--- config.mk ---
export PLATFORM = sky130hd
export DESIGN_NAME = fetch_queue_flat
export DESIGN_NICKNAME = d
export VERILOG_FILES = /design/src/rtl/params_pkg.sv /design/src/rtl/fetch_queue_if.sv /design/src/rtl/fetch_queue_fifo.sv /design/src/rtl/fetch_queue.sv /design/src/flat_wrapper.sv
export SDC_FILE = /design/constraint.sdc
export NUM_CORES = 1
export LEC_CHECK = 0
export BUFFER_PORTS_ARGS = -buffer_cell sky130_fd_sc_hd__buf_2
export CAP_MARGIN = 20
export CORE_MARGIN = 3
export CORE_UTILIZATION = 49
export CTS_CLUSTER_DIAMETER = 150
export DETAILED_ROUTE_END_ITERATION = 12
export PLACE_DENSITY = 0.69
export SLEW_MARGIN = 30
export SYNTH_ARGS = -nofsm -noshare
export SYNTH_HDL_FRONTEND = slang
export SYNTH_SLANG_ARGS = --single-unit
export TNS_END_PERCENT = 30
--- constraint.sdc ---
create_clock -name clk -period 3.4 [get_ports clk]
set_input_delay 0.17 -clock clk [delete_from_list [all_inputs] [get_ports clk]]
set_output_delay 0.17 -clock clk [all_outputs]
set_load 0.005 [all_outputs]
--- src/rtl/params_pkg.sv ---
// Shared fetch-path parameters and the fetch queue entry type.
package params_pkg;
  localparam int ADDR_W = 8;
  localparam int INSTR_W = 16;
  localparam logic [2:0] DROM = 3'd1;
  localparam int FETCHQ_DEPTH = 4;

  typedef struct packed {
    logic [INSTR_W-1:0] instr;
    logic [ADDR_W-1:0]  pc;
    logic               fault;
  } fetch_entry_t;
endpackage

--- src/rtl/fetch_queue_if.sv ---
// Fetch queue bus: memory/decode side plus consumer handshake side.
interface fetch_queue_if
  import params_pkg::*;
#(
  parameter int DEPTH = FETCHQ_DEPTH
);
  localparam int LVL_W = $clog2(DEPTH + 1);

  logic               flush;
  logic [ADDR_W-1:0]  redirect_pc;
  logic [ADDR_W-1:0]  addr;
  logic               rd;
  logic               hit;
  logic [2:0]         did;
  logic [INSTR_W-1:0] drom_data;
  logic [INSTR_W-1:0] instr;
  logic [ADDR_W-1:0]  instr_pc;
  logic               fault;
  logic               valid;
  logic               ready;
  logic [LVL_W-1:0]   level;

  modport master (
    input  flush, redirect_pc, hit, did, drom_data, ready,
    output addr, rd, instr, instr_pc, fault, valid, level
  );

  modport slave (
    output flush, redirect_pc, hit, did, drom_data, ready,
    input  addr, rd, instr, instr_pc, fault, valid, level
  );
endinterface

--- src/rtl/fetch_queue_fifo.sv ---
// DEPTH-entry synchronous FIFO of fetch entries; head is read combinationally.
module fetch_fifo
  import params_pkg::*;
#(
  parameter int DEPTH = FETCHQ_DEPTH
) (
  input  logic                         clk,
  input  logic                         rst,
  input  logic                         clear,
  input  logic                         push,
  input  fetch_entry_t                 push_data,
  input  logic                         pop,
  output fetch_entry_t                 head,
  output logic [$clog2(DEPTH+1)-1:0]   level
);
  localparam int PTR_W = $clog2(DEPTH);
  localparam int LVL_W = $clog2(DEPTH + 1);

  fetch_entry_t     mem_reg [DEPTH];
  logic [PTR_W-1:0] wr_ptr_reg;
  logic [PTR_W-1:0] rd_ptr_reg;
  logic [LVL_W-1:0] level_reg;

  always_ff @(posedge clk) begin
    if (!rst) begin
      wr_ptr_reg <= '0;
      rd_ptr_reg <= '0;
      level_reg  <= '0;
      for (int i = 0; i < DEPTH; i++) begin
        mem_reg[i] <= '0;
      end
    end else if (clear) begin
      wr_ptr_reg <= '0;
      rd_ptr_reg <= '0;
      level_reg  <= '0;
    end else begin
      if (push) begin
        mem_reg[wr_ptr_reg] <= push_data;
        wr_ptr_reg          <= wr_ptr_reg + 1'b1;
      end
      if (pop) begin
        rd_ptr_reg <= rd_ptr_reg + 1'b1;
      end
      case ({push, pop})
        2'b10:   level_reg <= level_reg + 1'b1;
        2'b01:   level_reg <= level_reg - 1'b1;
        default: level_reg <= level_reg;
      endcase
    end
  end

  // Power-of-two depth lets the pointers wrap naturally.
  assign head  = mem_reg[rd_ptr_reg];
  assign level = level_reg;
endmodule

--- src/rtl/fetch_queue.sv ---
// Fetch stage: owns the fetch pointer, issues one DROM read per cycle while a
// slot is free, and queues returned instructions behind a valid/ready handshake.
module fetch_queue
  import params_pkg::*;
#(
  parameter int                DEPTH    = FETCHQ_DEPTH,
  parameter logic [ADDR_W-1:0] RESET_PC = '0,
  parameter int                PC_STEP  = 1
) (
  input  logic          clk,
  input  logic          rst,
  fetch_queue_if.master bus
);
  localparam int LVL_W = $clog2(DEPTH + 1);

  logic [ADDR_W-1:0] pc_reg;
  logic [ADDR_W-1:0] req_pc_reg;
  logic              req_ok_reg;
  logic              inflight_reg;
  logic              halted_reg;

  logic [LVL_W-1:0]  level_w;
  logic [LVL_W:0]    occupancy_w;
  logic              issue_w;
  logic              hit_ok_w;
  logic              push_w;
  logic              pop_w;
  fetch_entry_t      push_entry_w;
  fetch_entry_t      head_w;

  // Every in-flight read holds a reserved slot, so a push never overflows.
  assign occupancy_w = {1'b0, level_w} + {{LVL_W{1'b0}}, inflight_reg};
  assign issue_w     = rst & ~bus.flush & ~halted_reg &
                       (occupancy_w < (LVL_W+1)'(DEPTH));
  assign hit_ok_w    = bus.hit && (bus.did == DROM);

  always_ff @(posedge clk) begin
    if (!rst) begin
      pc_reg       <= RESET_PC;
      req_pc_reg   <= '0;
      req_ok_reg   <= 1'b0;
      inflight_reg <= 1'b0;
      halted_reg   <= 1'b0;
    end else if (bus.flush) begin
      pc_reg       <= bus.redirect_pc;
      inflight_reg <= 1'b0;
      halted_reg   <= 1'b0;
    end else if (issue_w) begin
      pc_reg       <= pc_reg + ADDR_W'(PC_STEP);
      req_pc_reg   <= pc_reg;
      req_ok_reg   <= hit_ok_w;
      inflight_reg <= 1'b1;
      // A read outside DROM is still queued as a fault, then fetch stops.
      if (!hit_ok_w) begin
        halted_reg <= 1'b1;
      end
    end else begin
      inflight_reg <= 1'b0;
    end
  end

  assign push_w             = inflight_reg & ~bus.flush;
  assign pop_w              = bus.valid & bus.ready;
  assign push_entry_w.instr = req_ok_reg ? bus.drom_data : '0;
  assign push_entry_w.pc    = req_pc_reg;
  assign push_entry_w.fault = ~req_ok_reg;

  fetch_fifo #(
    .DEPTH(DEPTH)
  ) u_fifo (
    .clk       (clk),
    .rst       (rst),
    .clear     (bus.flush),
    .push      (push_w),
    .push_data (push_entry_w),
    .pop       (pop_w),
    .head      (head_w),
    .level     (level_w)
  );

  assign bus.addr     = pc_reg;
  assign bus.rd       = issue_w;
  assign bus.instr    = head_w.instr;
  assign bus.instr_pc = head_w.pc;
  assign bus.fault    = head_w.fault;
  assign bus.valid    = (level_w != '0);
  assign bus.level    = level_w;
endmodule

--- src/flat_wrapper.sv ---
// flat-port wrapper written by rule: the top's interface ports become plain ports
module fetch_queue_flat import params_pkg::*;
#(
  parameter int                DEPTH    = FETCHQ_DEPTH,
  parameter logic [ADDR_W-1:0] RESET_PC = '0,
  parameter int                PC_STEP  = 1
)
  (clk, rst, bus_flush, bus_redirect_pc, bus_hit, bus_did, bus_drom_data, bus_ready, bus_addr, bus_rd, bus_instr, bus_instr_pc, bus_fault, bus_valid, bus_level);
  fetch_queue_if #(.DEPTH(DEPTH)) bus_i ();
  input  logic clk;
  input  logic rst;
  input wire logic [$bits(bus_i.flush)-1:0] bus_flush;
  input wire logic [$bits(bus_i.redirect_pc)-1:0] bus_redirect_pc;
  input wire logic [$bits(bus_i.hit)-1:0] bus_hit;
  input wire logic [$bits(bus_i.did)-1:0] bus_did;
  input wire logic [$bits(bus_i.drom_data)-1:0] bus_drom_data;
  input wire logic [$bits(bus_i.ready)-1:0] bus_ready;
  output wire logic [$bits(bus_i.addr)-1:0] bus_addr;
  output wire logic [$bits(bus_i.rd)-1:0] bus_rd;
  output wire logic [$bits(bus_i.instr)-1:0] bus_instr;
  output wire logic [$bits(bus_i.instr_pc)-1:0] bus_instr_pc;
  output wire logic [$bits(bus_i.fault)-1:0] bus_fault;
  output wire logic [$bits(bus_i.valid)-1:0] bus_valid;
  output wire logic [$bits(bus_i.level)-1:0] bus_level;
  assign bus_i.flush = bus_flush;
  assign bus_i.redirect_pc = bus_redirect_pc;
  assign bus_i.hit = bus_hit;
  assign bus_i.did = bus_did;
  assign bus_i.drom_data = bus_drom_data;
  assign bus_i.ready = bus_ready;
  assign bus_addr = bus_i.addr;
  assign bus_rd = bus_i.rd;
  assign bus_instr = bus_i.instr;
  assign bus_instr_pc = bus_i.instr_pc;
  assign bus_fault = bus_i.fault;
  assign bus_valid = bus_i.valid;
  assign bus_level = bus_i.level;
  fetch_queue #(.DEPTH(DEPTH), .RESET_PC(RESET_PC), .PC_STEP(PC_STEP)) u_core (.clk(clk), .rst(rst), .bus(bus_i));
endmodule
==> summary.txt, run 1 <==
Run status
  • Outcome: complete, no violations

Floorplanning
  • I/O pin count: 70
  • Core Box Area: 0.0109 mm2
  • Site Rows: 38
  • Initial Utilization: approximately 50%
  • Die W: roughly 110 um
  • Die Ht: approximately 110 um
  • Die area: between 0.01 and 0.015 mm2

Detailed routing
  • Routed vias: 3,423
  • Initial drt markers: 254
  • Drt drc: 0
  • Number of vias per cell: about 5.4
  • Final wirelength: 10,900 um
  • First-pass DRT Iterations: 5
  • Post-DRT Antenna Nets: 0
  • DR WL/cell: 17.0 um

Setup path
  • Critical path type: reg -> out
  • Critical Path Max Stage Delay: ~600 ps
  • CP required: between 3000 and 4000 ps
  • CP arrival: roughly 2300 ps
  • Slowest CP cell: or4b_1
  • Setup crit end kind: output pin
  • Critical Path Fanout Max: 16
  • FF-to-FF path depth: 5
  • Critical path startpoint category: flop
  • Cells along the critical path: or4b_1 -> or2_1 -> inv_2 -> buf_2

Clock network
  • Skew-Pair Late Insertion Delay: between 400 and 500 ps
  • Setup repair bufs after CTS: 0
  • Clock-pin transition on the worst setup and hold timing paths: around 50 ps
  • CTS tree: done
  • Clock buffer depth: 2
  • H-tree levels: 4
  • Hold_buf cts: 0
  • Post-cts sizing count: 0
  • CTS buffer count: 17
  • CTS sink count: about 130
  • Clock root buffer: clkbuf_16

Layout
  • Synthesis-to-finish area growth: 19.9%
  • Filler cell count: slightly below 900
  • Multi-input gate area: roughly 0.0018 mm2
  • Max FFs per register: 100
  • Layout Nets: 520
  • Layout cell share with drive strength beyond 1: roughly 27%
  • Antenna cell count: 0
  • Reg area: 0.00357 mm2

Global route
  • Total track usage: between 10% and 20%
  • Grt ovf: 0
  • Pin count of the biggest net entering global routing: 26
  • Vias in the first global route: around 3,400
  • First-pass GRT wire length: about 18,000 um
  • Initial antenna violation count: 0

STA
  • Relative slew margins: a little under half
  • RSZ-0062 raised after global routing: no
  • Clk_skew: roughly 4.8 ps
  • Final setup margin: between 800 and 900 ps
  • Pins Over Slew Limit: 0
  • Max frequency: roughly 400 MHz
  • Post-route clock period utilization: between 70% and 80%
  • Final Hold Viols: 0
  • Minimum clock period: between 2000 and 3000 ps
  • Setup tns final: 0 ps
  • Final setup viols: 0
  • Measured slew at the worst slew-check pin: a little under 800 ps

Logic synthesis
  • Mapped Cells: 411
  • Seq/Total Area, Yosys: roughly 65%
  • EDFF count, synth: 100
  • Ys flop type: edfxtp_1
  • Syn nets: about 450
  • Synth async-reset ratio: 0%
  • Mean post-synth cell area: around 13 um2
  • Seq cells post-synth: ~130
  • Synth unique cells: 38
  • Synth Cell Area: ~0.0055 mm2
  • YS warnings: 0

Placement
  • DP HPWL: between 6000 and 7000 um
  • Gpl congestion: around 0.82
  • Pre-CTS setup slack: between 1000 and 1500 ps
  • I/O Buffers: 69

Power and ir drop
  • Total leakage power: between 2 and 3 nW
  • Pwr Density: roughly 570 mW/mm2
  • VDD IR max: between 0.3 and 0.4 mV

Min path
  • Hold Crit Class: in -> reg
  • Hold path cells: 3

Run
  • # Max-Cap Violations: 0
-- path summary, 6_finish.rpt --
| path | startpoint | endpoint | slack [ps] |
|---|---|---|---|
| worst max-delay path | u_core.u_fifo.level[2]$_SDFFE_PP0P_ | bus_rd | 900 |
| worst min register to register | u_core.req_pc_reg[6]$_SDFFE_PN0P_ | u_core.req_pc_reg[6]$_SDFFE_PN0P_ | 480 |
| worst min-delay path | bus_redirect_pc[2] | u_core.bus.addr[2]$_SDFFE_PN0P_ | 40 |
| worst max register to register | u_core.inflight_reg$_SDFF_PP0_ | u_core.u_fifo.mem_reg[0][10]$_SDFFCE_PN0P_ | 1080 |
-- layer usage --
| metal | global-route usage, % | vias up | part of all wire [%] |
|---|---|---|---|
| li1 | - | 1626 | - |
| met1 | 23.0 | 1684 | 43 |
| met2 | 30.1 | 101 | 51 |
| met3 | 5.12 | 12 | 5.0 |
| met4 | 7.85 | 0 | 1.0 |
| met5 | 0 | - | 0 |
-- where the power goes --
part	internal, W	switching (W)	leakage (nW)
registers	0.00174	0.0000283	1.27
clock network	0.00122	0.000614	0.290
logic	0.0000669	0.0000912	1.01
total	0.00302	0.000734	2.56
-- Yosys cell counts, types with 2 or more instances --
master / instances / area share [%]
a21oi_1: 18 / 1.6
and2_1: 73 / 8.3
and3_1: 2 / 0.23
buf_2: 4 / 0.36
buf_4: 2 / 0.27
clkbuf_1: 15 / 1.0
dfxtp_1: 28 / 10
edfxtp_1: 100 / 54
ha_1: 2 / 0.45
inv_1: 16 / 1.1
mux4_2: 25 / 10
nand2_1: 44 / 3.0
nand2b_1: 3 / 0.34
nand3_1: 4 / 0.36
nor2_1: 29 / 2.0
nor3_1: 5 / 0.45
o21a_1: 2 / 0.27
o21ai_0: 9 / 0.82
o31a_1: 2 / 0.32
o41ai_1: 4 / 0.64
or3_1: 3 / 0.34
xnor2_1: 2 / 0.32
xor2_1: 4 / 0.64
-- worst max-delay path: cells and delay by family, from the launching register on --
family | cells | cell delay [ps]
buf+inv | 2 | 490
flops | 1 | 350
simple gates | 2 | 1090
-- cells by family after synthesis --
logic type      synth area share [%]
compound gates                  4.56
xor+xnor                       0.953
fa+ha+maj                      0.817
buf+inv                         3.02
flops                           64.6
mux                             10.2
simple gates                    15.8
-- through the flow --
step | instances | hold WS (ps) | utilization [%] | power, W | instance area (um2)
floorplan | 411 | 342 | - | 0.00188 | 5510
global placement | 606 | 430 | 54.9 | 0.00195 | 6000
detailed placement | 606 | 447 | 54.9 | 0.00196 | 6010
CTS | 638 | 9.47 | 60.4 | 0.00379 | 6610
global route | 638 | 25.5 | 60.4 | 0.00388 | 6610
finish | 638 | 36.4 | 60.4 | 0.00376 | 6610
-- placed cells by master, fill, tap and decap left out, drive strengths merged, types with 9 or more instances in the layout --
master  synthesis  final
edfxtp        100    100
buf             7     77
and2           73     73
nand2          44     44
nor2           29     29
dfxtp          28     28
mux4           25     25
clkbuf         15     20
a21oi          18     18
inv            17     17
o21ai           9      9
-- area by class of cell --
class / instances / area share (%)
clock inverter: 12 / 2.52
inverter: 17 / 0.965
sequential: 128 / 54.0
timing repair buffer: 77 / 6.13
tap: 140 / 2.65
multi-input combinational: 244 / 27.2
clock buffer: 20 / 6.61
No activity file was read; power rests on OpenSTA's default activity.
==> run 2, diff against run 1 <==
- ABC_AREA: default -> 1
- PLACE_DENSITY: 0.69 -> 0.72
- clock period: 3.4 -> 2.15 ns (I/O delays scaled with it)
==> run 2 against run 1 <==
Clock skew rose by 3.3 ps. Sequential power rose by 58%. Total power rose by 63%. Clock power rose by 63%. Worst setup slack got worse by 680 ps.
==> summary.txt, run 2 <==
Run status
  • Outcome: complete, no violations

STA
  • Measured slew at the worst slew-check pin: 455 ps (-340 ps)
  • Final Hold Viols: 0 (unchanged)
  • Relative slew margins: 69.6% (+23 points)
  • Pins Over Slew Limit: 0 (unchanged)
  • Setup tns final: 0 ps (unchanged)
  • RSZ-0062 raised after global routing: no
  • Post-route clock period utilization: roughly nine tenths
  • Final setup viols: 0 (unchanged)
  • Final setup margin: 218 ps (-680 ps)
  • Max frequency: roughly 520 MHz
  • Clk_skew: 8.09 ps (+3.30 ps)
  • Minimum clock period: 1930 ps

Min path
  • HP Start: bus_drom_data[8]
  • Hold path cells: 3 (unchanged)
  • Hold Crit Class: in -> reg
  • Worst hold endpoint: u_core.u_fifo.mem_reg[3][17]$_DFFE_PP_

Power and ir drop
  • Total leakage power: 2.98 nW (+16%)
  • VDD IR max: 0.642 mV (+67%)
  • Pwr Density: 885 mW/mm2 (+56%)

Setup path
  • FF-to-FF path depth: 10 (+5)
  • R2R Setup Slk: 220 ps (-860 ps)
  • CP required: 2440 ps (-790 ps)
  • CP arrival: 2220 ps (-110 ps)
  • Critical Path Fanout Max: 6 (-10)
  • Setup crit end kind: flop
  • Critical path type: reg -> reg
  • Worst reg2reg path startpoint: u_core.u_fifo.level[0]$_SDFFE_PP0P_
  • Critical path startpoint category: flop
  • RR Endpoint: u_core.u_fifo.level[2]$_SDFFE_PP0P_

Logic synthesis
  • Synth area leader: edfxtp_1
  • Syn nets: 611 (+37%)
  • Area contributors post-synth: edfxtp_1, nor2_1, dfxtp_1
  • Synth unique cells: 30 (-21%)
  • Mapped Cells: 576 (+40%)
  • Seq/Total Area, Yosys: 63.0% (-1.7 points)
  • Seq cells post-synth: 128 (unchanged)
  • EDFF count, synth: 100 (unchanged)
  • Top cells by count, synth: nor2_1, edfxtp_1, o21ai_0
  • Synth top area share: 53.1% (-1.4 points)
  • Mean post-synth cell area: 9.83 um2 (-27%)
  • Ys flop type: edfxtp_1
  • Synth async-reset ratio: 0% (unchanged)
  • YS warnings: 0 (unchanged)
  • Cell with the most instances after synthesis: nor2_1
  • Synth Cell Area: 0.00566 mm2 (+2.7%)

Floorplanning
  • Initial Utilization: 51.1% (+0.67 points)
  • Die W: 113 um (+1.2%)
  • Die Ht: 113 um (+1.2%)
  • Die area: 0.0129 mm2 (+2.5%)
  • I/O pin count: 70 (unchanged)
  • Core Box Area: 0.0111 mm2 (+1.3%)
  • Site Rows: 38 (unchanged)

Clock network
  • Clock-pin transition on the worst setup and hold timing paths: 60 ps (about the same)
  • Skew-Pair Late Insertion Delay: 410 ps (about the same)
  • Clock root buffer: clkbuf_16
  • CTS buffer count: 17 (unchanged)
  • CTS tree: done
  • H-tree levels: 4 (unchanged)
  • CTS sink count: 128 (unchanged)
  • Clock buffer depth: 2 (unchanged)

Detailed routing
  • Number of vias per cell: 5.25 (-2.2%)
  • Drt drc: 0 (unchanged)
  • Final wirelength: 12,600 um (+16%)
  • Post-DRT Antenna Nets: 0 (unchanged)
  • Routed vias: 4,275 (+25%)
  • DR WL/cell: 15.5 um (-9.3%)
  • First-pass DRT Iterations: 7 (+2)
  • Initial drt markers: 410 (+61%)

Layout
  • Synthesis-to-finish area growth: 22.0%
  • Final cell count without fillers: 815 (+28%)
  • Most common cell after layout, fill and taps aside: nor2_1
  • Antenna cell count: 0 (unchanged)
  • Layout Nets: 697 (+34%)
  • Max FFs per register: 100 (unchanged)
  • Layout cell share with drive strength beyond 1: 21.5% (-5.4 points)
  • Most frequent cells in the layout: nor2_1, edfxtp_1, buf_2

Placement
  • DP HPWL: 7540 um (+13%)
  • Pre-CTS setup slack: 140 ps (-952 ps)
  • Cell count after placement: 776 (+28%)
  • I/O Buffers: 69 (unchanged)
  • Gpl congestion: 0.836 (+2.1%)

Global route
  • Pin count of the biggest net entering global routing: 39 (+50%)
  • First-pass GRT wire length: 20,600 um (+17%)
  • Vias in the first global route: 4,191 (+22%)
  • Initial antenna violation count: 0 (unchanged)
  • Grt ovf: 0 (unchanged)
  • Total track usage: 20.5% (+2.2 points)

Run
  • # Max-Cap Violations: 0 (unchanged)
==> run 2: cell count changes in the layout (fill, tap and decap cells not counted), sizes merged, moves of 12 or more <==
cell	change
mux4	-25
o22ai	+24
nor2	+134
o21ai	+56
nand3	+12
inv	+47
and2	-72
==> run 2: logic make-up after synthesis <==
kind of cell	count (synthesis)	synth area share (%)
compound gates	115	11.0
simple gates	236	18.3
buf+inv	93	6.85
flops	128	63.0
fa+ha+maj	3	0.796
xor+xnor	1	0.155
==> run 2: critical path: stages, from the launching register on <==
cell and delay [ps]:
dfxtp_1 370, inv_1 110, nand3_1 110, and2_2 190
ha_1 150, inv_1 70, fa_1 410, a21oi_2 140
o21ai_1 90, o21ai_1 120, a21oi_1 50
==> run 2: worst max path at each step <==
stage | startpoint | end | slack, ps | depth (start not counted)
after detailed placement | u_core.u_fifo.level[0]$_SDFFE_PP0P_ | u_core.u_fifo.level[2]$_SDFFE_PP0P_ | 140 | 10
final | u_core.u_fifo.level[0]$_SDFFE_PP0P_ | u_core.u_fifo.level[2]$_SDFFE_PP0P_ | 220 | 10
after floorplan | u_core.inflight_reg$_SDFF_PP0_ | u_core.u_fifo.mem_reg[3][0]$_DFFE_PP_ | 110 | 2
after global routing | u_core.u_fifo.level[0]$_SDFFE_PP0P_ | u_core.u_fifo.level[2]$_SDFFE_PP0P_ | 10 | 10
after CTS | u_core.u_fifo.level[0]$_SDFFE_PP0P_ | u_core.u_fifo.level[2]$_SDFFE_PP0P_ | 130 | 10
after global placement | u_core.u_fifo.level[0]$_SDFFE_PP0P_ | u_core.u_fifo.level[2]$_SDFFE_PP0P_ | 270 | 10
==> run 2: repair_timing <==
| action | 4_1_cts | 5_1_grt |
|---|---|---|
| resized for setup | 0 | 5 |
| setup endpoints to repair | 0 | 1 |
| hold endpoints to repair | 7 | 0 |
| buffers inserted | 0 | 0 |
| hold buffers | 7 | 0 |
==> run 2: through the flow <==
stage	instance area, um2	total power (W)	util [%]	hold WS, ps
2_1_floorplan	5670	0.00302	-	246
3_3_place_gp	6210	0.00316	56.1	409
3_5_place_dp	6210	0.00317	56.1	413
4_1_cts	6900	0.00614	62.3	1.43
5_1_grt	6900	0.00630	62.3	17.9
6_report	6900	0.00611	62.3	15.7
==> run 2: area by class of cell <==
| class | count | area, um2 |
|---|---|---|
| repair buffers | 95 | 571 |
| well taps | 140 | 175 |
| clock inverters | 15 | 193 |
| multi-input cells | 355 | 1730 |
| flip-flops and latches | 128 | 3560 |
| fillers | 894 | 4170 |
| inverters | 65 | 248 |
| clock buffers | 17 | 425 |
==> run 2: metal layers <==
metal | routed length [um] | part of all wire (%) | global-route usage, %
met2 | 6300 | 50 | 34.8
met4 | 178 | 1.4 | 8.17
met3 | 792 | 6.3 | 3.55
met1 | 5320 | 42 | 26.2
met5 | 0 | 0 | 0
==> run 2: power by group <==
group / switching (W) / leakage (nW) / internal (W) / total [W]
Sequential: 0.0000438 / 1.26 / 0.00276 / 0.00280
Clock: 0.00105 / 0.286 / 0.00193 / 0.00298
Combinational: 0.000210 / 1.43 / 0.000120 / 0.000330
Total: 0.00130 / 2.98 / 0.00481 / 0.00611
